`config.mk`:
```
export PLATFORM = sky130hd
export DESIGN_NAME = rr_lock_arbiter
export DESIGN_NICKNAME = d
export VERILOG_FILES = /design/src/rtl/rr_lock_arbiter.sv
export SDC_FILE = /design/constraint.sdc
export NUM_CORES = 1
export LEC_CHECK = 0
export BUFFER_PORTS_ARGS = -buffer_cell sky130_fd_sc_hd__buf_2
export CAP_MARGIN = 25
export CORE_MARGIN = 1
export CORE_UTILIZATION = 41
export DETAILED_ROUTE_END_ITERATION = 8
export GPL_TIMING_DRIVEN = 0
export PLACE_DENSITY = 0.68
export SYNTH_ARGS = -nofsm -noshare
export SYNTH_HDL_FRONTEND = slang
export SYNTH_SLANG_ARGS = --single-unit
export TNS_END_PERCENT = 100
```
`constraint.sdc`:
```
create_clock -name clk -period 3.16 [get_ports clk]
set_input_delay 0.316 -clock clk [delete_from_list [all_inputs] [get_ports clk]]
set_output_delay 0.316 -clock clk [all_outputs]
set_load 0.02 [all_outputs]
```
`src/rtl/rr_lock_arbiter.sv`:
```
// Round-robin arbiter that locks the shared output to one input until that packet's tail transfers.
// Optional stall timeout release is built when RR_LOCK_TIMEOUT_EN is defined.
module rr_lock_arbiter #(
   parameter int N_REQ          = 4,
   parameter int TIMEOUT_CYCLES = 255
) (
   input  logic                       clk,
   input  logic                       arst,
   input  logic [N_REQ-1:0]           req_i,
   input  logic [N_REQ-1:0]           tail_i,
   input  logic                       out_ready_i,
   output logic                       out_valid_o,
   output logic [N_REQ-1:0]           grant_o,
   output logic [$clog2(N_REQ)-1:0]   grant_idx_o,
   output logic                       locked_o,
   output logic                       timeout_o
);

   // state  | meaning
   // IDLE   | no grant; arbitrate among req_i, winner granted at next edge
   // LOCKED | grant held until tail transfer (or stall timeout)

   localparam int IW = $clog2(N_REQ);

   typedef enum logic {IDLE, LOCKED} state_t;

   state_t           state, state_nxt;
   logic [N_REQ-1:0] grant, grant_nxt;
   logic [IW-1:0]    idx, idx_nxt;
   logic [IW-1:0]    ptr, ptr_nxt;
   logic             win_found;
   logic [IW-1:0]    win_idx;
   logic             xfer;
   logic             tail_hit;
   logic             tmo;

   assign out_valid_o = |(grant & req_i);
   assign xfer        = out_valid_o & out_ready_i;
   assign tail_hit    = xfer & tail_i[idx];
   assign grant_o     = grant;
   assign grant_idx_o = idx;
   assign locked_o    = (state == LOCKED);
   assign timeout_o   = tmo;

   // Lowest set request overall, overridden by the lowest one strictly above ptr.
   always_comb begin
      win_found = 1'b0;
      win_idx   = '0;
      for (int i = N_REQ - 1; i >= 0; i--) begin
         if (req_i[i]) begin
            win_found = 1'b1;
            win_idx   = IW'(i);
         end
      end
      for (int i = N_REQ - 1; i >= 0; i--) begin
         if (req_i[i] && (i > int'(ptr)))
            win_idx = IW'(i);
      end
   end

`ifdef RR_LOCK_TIMEOUT_EN
   logic [15:0] stall_cnt;

   assign tmo = (state == LOCKED) && (stall_cnt == 16'(TIMEOUT_CYCLES));

   // Held at zero outside LOCKED, so entry to LOCKED always starts from zero.
   always_ff @(posedge clk or posedge arst) begin
      if (arst)
         stall_cnt <= '0;
      else if ((state == IDLE) || xfer || tmo)
         stall_cnt <= '0;
      else
         stall_cnt <= stall_cnt + 16'd1;
   end
`else
   assign tmo = 1'b0;
`endif

   always_comb begin
      state_nxt = state;
      grant_nxt = grant;
      idx_nxt   = idx;
      ptr_nxt   = ptr;
      case (state)
         IDLE: begin
            if (win_found) begin
               grant_nxt = N_REQ'(1) << win_idx;
               idx_nxt   = win_idx;
               state_nxt = LOCKED;
            end
         end
         LOCKED: begin
            if (tail_hit || tmo) begin
               grant_nxt = '0;
               idx_nxt   = '0;
               ptr_nxt   = idx;
               state_nxt = IDLE;
            end
         end
         default: state_nxt = IDLE;
      endcase
   end

   always_ff @(posedge clk or posedge arst) begin
      if (arst) begin
         state <= IDLE;
         grant <= '0;
         idx   <= '0;
         ptr   <= IW'(N_REQ - 1);
      end else begin
         state <= state_nxt;
         grant <= grant_nxt;
         idx   <= idx_nxt;
         ptr   <= ptr_nxt;
      end
   end

endmodule

```
Yosys cells after proc, flatten, opt, wreduce, memory -nomap -nowiden
Index checks and enable logic that the tools add are counted.
{"block": "word_totals", "register_bits": 9, "in_bits": 11, "out_inout_bits": 9}
{"block": "classes", "order_cmp": 4, "n_eq_ne": 2, "n_shift": 1, "muxes": 22, "bitwise_logic": 4, "n_reduce_logical": 6}
{"cell": "two-way mux 2 bit", "n": 9}
{"cell": "two-way mux 4 bit", "n": 2}
{"cell": "one-hot mux 4 bit (2 select lines)", "n": 1}
{"cell": "two-way mux 1 bit", "n": 7}
{"cell": "AND 4 bit", "n": 1}
{"cell": "> comparator 2 bit, first input constant", "n": 2}
{"cell": "one-hot mux 2 bit (2 select lines)", "n": 1}
{"cell": "AND reduction 2 bit", "n": 2}
{"cell": "OR reduction 4 bit", "n": 1}
{"cell": "left shift 1 x 2 -> 4 bit, first input constant", "n": 1}
{"cell": "logical AND 1 bit", "n": 3}
{"cell": "< comparator 2 x 3 -> 1 bit, second input constant", "n": 1}
{"cell": "AND 1 bit", "n": 2}
{"cell": "binary-select mux 1 bit (select 2 bit)", "n": 1}
{"cell": "> comparator 1 x 2 -> 1 bit, first input constant", "n": 1}
{"cell": "!= test 2 x 1 -> 1 bit, second input constant", "n": 1}
{"cell": "!= test 2 bit, second input constant", "n": 1}
{"cell": "one-hot mux 1 bit (2 select lines)", "n": 1}
{"cell": "NOT 1 bit", "n": 1}

Longest topological paths before layout
Gate-level depths: netlist of run 1.
{"block": "logic_depth", "ltp_word": 10, "mapped_depth": 5, "ltp_nobuf": 4}

Least setup slack after synthesis of run 1
OpenSTA, ideal clock, no wires.
{"block": "synth_timing", "path_kind": "register to register", "from": "register idx[0], in the netlist grant_idx_o[0]", "to": "register ptr[0]", "t_arrival_ns": 1.502, "required_time_ns": 3.078, "path_slack_ns": 1.575, "stages_incl_launch_ff": 4, "n_path_buf": 0, "cell_sequence": "dfrtp_1 mux4_2 o2111ai_4 mux2_2"}
{"block": "synth_between", "elab_chain_len": 4}
{"item": "start: declaration", "line_no": "29", "text": "logic [IW-1:0] idx, idx_nxt;"}
{"item": "start signal: assignment", "line_no": "113", "text": "idx <= idx_nxt;"}
{"item": "binary-select mux 1 bit (select 2 bit)", "line_no": "39", "text": "assign tail_hit = xfer & tail_i[idx];"}
{"item": "two-way mux 1 bit (implied by the code)", "line_no": "39"}
{"item": "AND 1 bit", "line_no": "39"}
{"item": "AND reduction 2 bit (no line)"}
{"item": "end signal: assignment", "line_no": "109", "text": "ptr <= IW'(N_REQ - 1);"}
{"item": "end signal: assignment", "line_no": "114", "text": "ptr <= ptr_nxt;"}
{"item": "end: declaration", "line_no": "30", "text": "logic [IW-1:0] ptr, ptr_nxt;"}
Several ways; a longest one is shown, not always the timed one. The select of a mux whose other input is x is not followed.
A chain may end at the register's enable or synchronous reset.

Worst setup path after layout of run 1
{"block": "layout_timing", "from": "register ptr[1]", "to": "register grant[3], in the netlist grant_o[3]"}
{"block": "layout_between", "elab_chain_len": 8, "word_cells_on_any_way": 12, "cone_classes": "3 x order compare; 1 x shift; 5 x mux; 3 x reduce/logical"}
{"item": "> comparator 2 bit", "line_no": "56", "text": "if (req_i[i] && (i > int'(ptr)))"}
{"item": "logical AND 1 bit", "line_no": "56"}
{"item": "two-way mux 2 bit (2 in a row)", "line_no": "56"}
{"item": "two-way mux 2 bit (*)", "line_no": "56"}
{"item": "left shift 1 x 2 -> 4 bit (*)", "line_no": "87", "text": "grant_nxt = N_REQ'(1) << win_idx;"}
{"item": "two-way mux 4 bit (*)", "line_no": "86", "text": "if (win_found) begin"}
{"item": "one-hot mux 4 bit (2 select lines) (*)", "line_no": "84", "text": "case (state)"}
{"item": "end signal: assignment", "line_no": "112", "text": "grant <= grant_nxt;"}
{"item": "end: declaration", "line_no": "28", "text": "logic [N_REQ-1:0] grant, grant_nxt;"}
Mark *: on every way between the ends. The rest lies on a longest branch, timed or not. The select of a mux whose other input is x is not followed.

==> run metrics, run 1 <==
status=complete, no violations; Cell Area, Synth=~550 µm²; Max Clock Skew=0.00352 ns; ANT nets after route=0; pwr/cell area=about 760 nW/µm²; Slew Viols, Final=0; Synth Warn #=0; DR WL/cell=around 12 µm; data required time at the worst endpoint=approximately 3.4 ns; clock-pin slew on the worst setup and hold paths=0.06 ns; Tightest Pin Transition=between 0.5 and 0.6 ns; critical path endpoint category=register; maxcap violations=0; die width=38.6 µm; clock power share=0.169; CTS H-tree lvls=1; final worst-path cycle share=0.543; Die Height=38.6 µm; commonest non-fill, non-tap cell in the layout=buf_2; CP startpoint kind=register; CP Cell Sequence=buf_2 > nand2_1 > and3_1 > a2111oi_1 > a22o_1; Worst path slowest cell=a2111oi_1; Initial Util=0.470; Syn Area/Cell=10.8 µm²; switch share=0.394; Boundary Pins=20; FF+latch count, synth=9; die area=between 1000 and 1500 µm²; Vias=~460; DRT Wirelength=1090 µm; fillers=114; critical path arrival=approximately 1.9 ns; Fmax=0.582 GHz; Leakage=0.000346 µW; most frequent cells in the layout=buf_2, dfrtp_1, nand2_1; Peak supply drop=386 µV; Post-CTS Setup Inserts=0; Sink Count=9; worst-path maximum fanout=8; Clock Path Buffers=2; Post-Route Setup TNS=0 ns; nets=85; CTS buffer count=3; Clock Tree Root=clkbuf_4; PostCTS Resize Cnt=0; routability cong.=between 0.8 and 0.9; hold buffer count at CTS=0; Int Power=317 µW; first-pass GRT wire length=1740 µm; diode count=0; initial DRC count=2; Slew headroom=0.648; initial antenna violation count=0; First-pass DRT Iterations=2; RSZ-0062 raised after global routing=no; All-Layer GR Usage=0.182; endpoints failing setup=0; Gate Count Post-Synth=between 50 and 60; delay-heaviest family, CP=compound AO/OA/AOI/OAI gates; Sw Pwr=about 210 µW; CTS tree=done; total grt overflow=0; synth unique cells=30; Core ar.=approximately 1200 µm²; minimum clock period=1.72 ns; total power=about 520 µW; port buffer count=18; layout cell share with drive strength beyond 1=0.479; WP buf/inv=1; synthesized net count=a little over 60; Worst-Skew Late Latency=around 0.26 ns; Hold Crit Class=primary input to async pin; largest net degree at the start of global routing=10; sequential area share after synthesis=0.414; RR Startpoint=ptr[1]; num rows=12; Gate power share=0.463; vias in the first global route=416; CP max stage delay=roughly 0.52 ns; Critical Path Start=ptr[1]; sequential share of power=0.368; critical path class=register to register; Hold Vio Cnt, Final=0; post-DP HPWL=approximately 900 µm; Avg Vias per Cell=~5.3; Remaining DRCs=0; synth-to-layout area growth=24.3%
## per-layer routing
metal  track usage  share of wire
met3        0.0694          0.046
met1         0.233           0.51
met5             0              0
met2         0.258           0.44
met4         0.103         0.0037
## power by group through the flow
stage               Combinational [µW]  Sequential, µW  Clock [µW]
CTS                                244             193        93.7
global route                       262             197         101
detailed placement                 243             195           0
global placement                   241             195           0
floorplan                          149             221           0
finish                             242             192        88.2
## cell families after synthesis
| logic type | share of synthesized area |
|---|---|
| buf+inv | 0.0500 |
| mux | 0.100 |
| compound gates | 0.318 |
| flops | 0.414 |
| simple gates | 0.111 |
| other cells | 0.00681 |
## final cells by class
type	instances	area, µm²	area share
well taps	14	17.5	0.0256
multi-input cells	36	295	0.431
plain buffers	2	12.5	0.0183
repair buffers	18	90.1	0.132
flip-flops and latches	9	228	0.333
clock buffers	4	26.3	0.0384
inverters	4	15.0	0.0219
## per-stage QoR
stage / worst slack (ns) / hold slack (ns) / util / instances / area, µm²
floorplan: 1.58 / 0.142 / - / 51 / 551
global placement: 1.42 / 0.287 / 0.562 / 83 / 658
detailed placement: 1.44 / 0.293 / 0.562 / 83 / 658
CTS: 1.42 / 0.00468 / 0.584 / 87 / 684
global route: 1.31 / 0.0235 / 0.584 / 87 / 684
finish: 1.44 / 0.00301 / 0.584 / 87 / 684
## path summary, 6_finish.rpt
check | endpoint | slack (ns) | depth (start not counted)
max | grant_o[3] | 1.44 | 5
min | grant_idx_o[1] | 0.003 | 2
max reg2reg | grant_o[3] | 1.44 | 5
min reg2reg | grant_o[0] | 0.53 | 2
max in group asynchronous | ptr[0] | 2.86 | 2
min in group clk | locked_o | 0.44 | 4
## state kept, by name, summed over array words and instances (netlist names)
name         cells
locked_o         1
ptr              2
grant_o          4
grant_idx_o      2
## cells in the mapped netlist
library cell,instances,area share
a21o_2,1,0.016
dfstp_2,2,0.095
a22o_1,4,0.064
o41ai_2,1,0.030
o32ai_1,1,0.016
o221ai_1,1,0.016
mux4_2,1,0.041
nor2_1,1,0.0068
o22ai_1,1,0.011
nor2_2,1,0.011
buf_2,1,0.0091
inv_1,4,0.027
nor2b_1,1,0.011
o2111ai_4,1,0.048
a21o_1,1,0.014
conb_1,1,0.0068
and3_1,1,0.011
nand2_1,5,0.034
a32o_2,1,0.020
buf_4,1,0.014
o21a_1,1,0.014
nand3_1,1,0.0091
mux2_2,2,0.041
or2_2,1,0.011
and2_4,1,0.016
mux2i_1,1,0.018
a21oi_1,4,0.036
a211o_1,1,0.016
dfrtp_1,7,0.32
a2111oi_1,1,0.018
Power figures use the tool's default switching activity.
==> run 2: changes to the inputs <==
==> constraint.sdc (replaced) <==
create_clock -name clk -period 1.65 [get_ports clk]
set_input_delay 0.165 -clock clk [delete_from_list [all_inputs] [get_ports clk]]
set_output_delay 0.165 -clock clk [all_outputs]
set_load 0.02 [all_outputs]
==> run 2 against run 1 <==
Sequential share of layout area fell by 1.7 points. Largest cell class unchanged. Critical path depth shrank 1. Combinational power rose by 100%. Clock-buffer cell count stayed put. Worst hold slack improved by 0.29 ns. Critical endpoint is now grant_o[1]. Non-clock buffer count up 1. Critical path type unchanged. Cell count grew 1.1%. Die area unchanged. Register-to-register slack lost 1.3 ns. Maximum frequency rose by 11%.
==> run metrics, run 2 (synthesis results as in run 1) <==
layout cell share with drive strength beyond 1=0.500; Die Height=roughly 39 µm; First-pass DRT Iterations=2; Clock Tree Root=clkbuf_4; Worst-Skew Late Latency=about 0.26 ns; diode count=0; Sw Pwr=about 420 µW; Post-Route Setup TNS=0 ns; All-Layer GR Usage=0.190; metal1 wirelength=slightly below 600 µm; Non-Filler Instances=88; DR top layer=met4; post-route core utilization=0.615; DR WL/cell=between 10 and 15 µm; CTS H-tree lvls=1; CP max stage delay=roughly 0.58 ns; vias in the first global route=about 450; initial DRC count=11; Max Clock Skew=0.00536 ns; Sink Count=9; Vias=roughly 470; final worst-path cycle share=0.940; clock-pin slew on the worst setup and hold paths=0.06 ns; critical path endpoint category=register; endpoints failing setup=0; maxcap violations=0; port buffer count=18; CP Cell Sequence=nand2_1 > and3_1 > a211o_1 > a32o_2; sequential share of power=0.372; max FFs per register=4; num rows=12; dpl cells=83; fillers=approximately 120; CP startpoint kind=register; largest net degree at the start of global routing=10; critical path arrival=1.70 ns; switch share=0.403; Slew Viols, Final=0; status=complete, no violations; worst-path maximum fanout=6; minimum clock period=about 1.6 ns; Hold Vio Cnt, Final=0; DRT Wirelength=roughly 1200 µm; Boundary Pins=20; total grt overflow=0; Fmax=roughly 0.65 GHz; met2 WL post-DR=509 µm; CTS buffer count=3; most frequent cells in the layout=buf_2, dfrtp_1, nand2_1; die width=a little under 40 µm; Final WS setup=between 0.09 and 0.1 ns; Initial Util=0.470; data required time at the worst endpoint=roughly 1.8 ns; post-DP HPWL=879 µm; Core ar.=between 1000 and 1500 µm²; Clock Path Buffers=2; pwr/cell area=between 1000 and 1500 nW/µm²; Remaining DRCs=0; clock power share=0.163; first-pass GRT wire length=approximately 1800 µm; ANT nets after route=0; Hold Crit Class=primary input to register; Leakage=around 0.00035 µW; Avg Vias per Cell=roughly 5.4; commonest non-fill, non-tap cell in the layout=buf_2; synth-to-layout area growth=30.9%; critical path class=register to register; Peak supply drop=about 770 µV; initial antenna violation count=0; nets=86; routability cong.=around 0.86; Worst path slowest cell=dfstp_2; die area=around 1500 µm²; Gate power share=0.465; Place WS=-0.0699 ns; CTS tree=done; RSZ-0062 raised after global routing=no; Int Power=623 µW; Routed met3 length=around 50 µm
run 2: cell count changes in the layout (fill, tap and decap cells not counted), sizes merged:
cell,before,now
dlygate4sd3,0,1
run 2: layout make-up:
cell class,instances,area (µm²),share of cell area
inverters,4,15.0,0.0208
repair buffers,20,108,0.149
multi-input cells,36,319,0.443
clock buffers,4,26.3,0.0365
plain buffers,1,7.51,0.0104
flip-flops and latches,9,228,0.316
well taps,14,17.5,0.0243
run 2: per-stage QoR:
| stage | cell area [µm²] | power [µW] | hold slack [ns] |
|---|---|---|---|
| after CTS | 706 | 1030 | 0.282 |
| final | 721 | 1040 | 0.291 |
| after global routing | 721 | 1110 | 0.324 |
| after floorplan | 551 | 709 | -0.00851 |
| after global placement | 658 | 836 | 0.136 |
| after detailed placement | 658 | 839 | 0.142 |
run 2: final timing paths:
kind                       slack, ns             end  depth (start not counted)        from
hold / removal                  0.29        locked_o                          4    req_i[1]
setup / recovery                 0.1      grant_o[1]                          4      ptr[1]
min in group asynchronous       0.40  grant_idx_o[1]                          3        arst
hold reg to reg                 0.53      grant_o[0]                          2  grant_o[0]
setup reg to reg                 0.1      grant_o[1]                          4      ptr[1]
max in group asynchronous       0.95          ptr[0]                          3        arst
run 2: repair_timing:
action / 4_1_cts / 5_1_grt
pin swaps: 0 / 0
gates resized for setup: 2 / 1
endpoints found under the setup margin: 2 / 4
endpoints found under the hold margin: 7 / 0
buffers inserted: 0 / 1
hold buffers: 1 / 0
run 2: worst max-delay path, delay by kind of cell (launching register included):
| kind | cells | cell delay (ns) |
|---|---|---|
| flip-flops | 1 | 0.58 |
| AND/OR/NAND/NOR | 2 | 0.28 |
| AO/OA/AOI/OAI | 2 | 0.58 |
run 2: per-layer routing:
metal  GRT usage  vias to the layer above
met1       0.241                      213
met5           0                        -
met2       0.279                       14
li1            -                      242
met3      0.0694                        2
met4       0.103                        0
run 2: power groups by stage:
stage	Sequential, µW	Combinational, µW	Clock (µW)
after floorplan	423	286	0
after global placement	374	462	0
after detailed placement	373	466	0
after CTS	372	482	179
after global routing	398	522	194
final	388	486	170
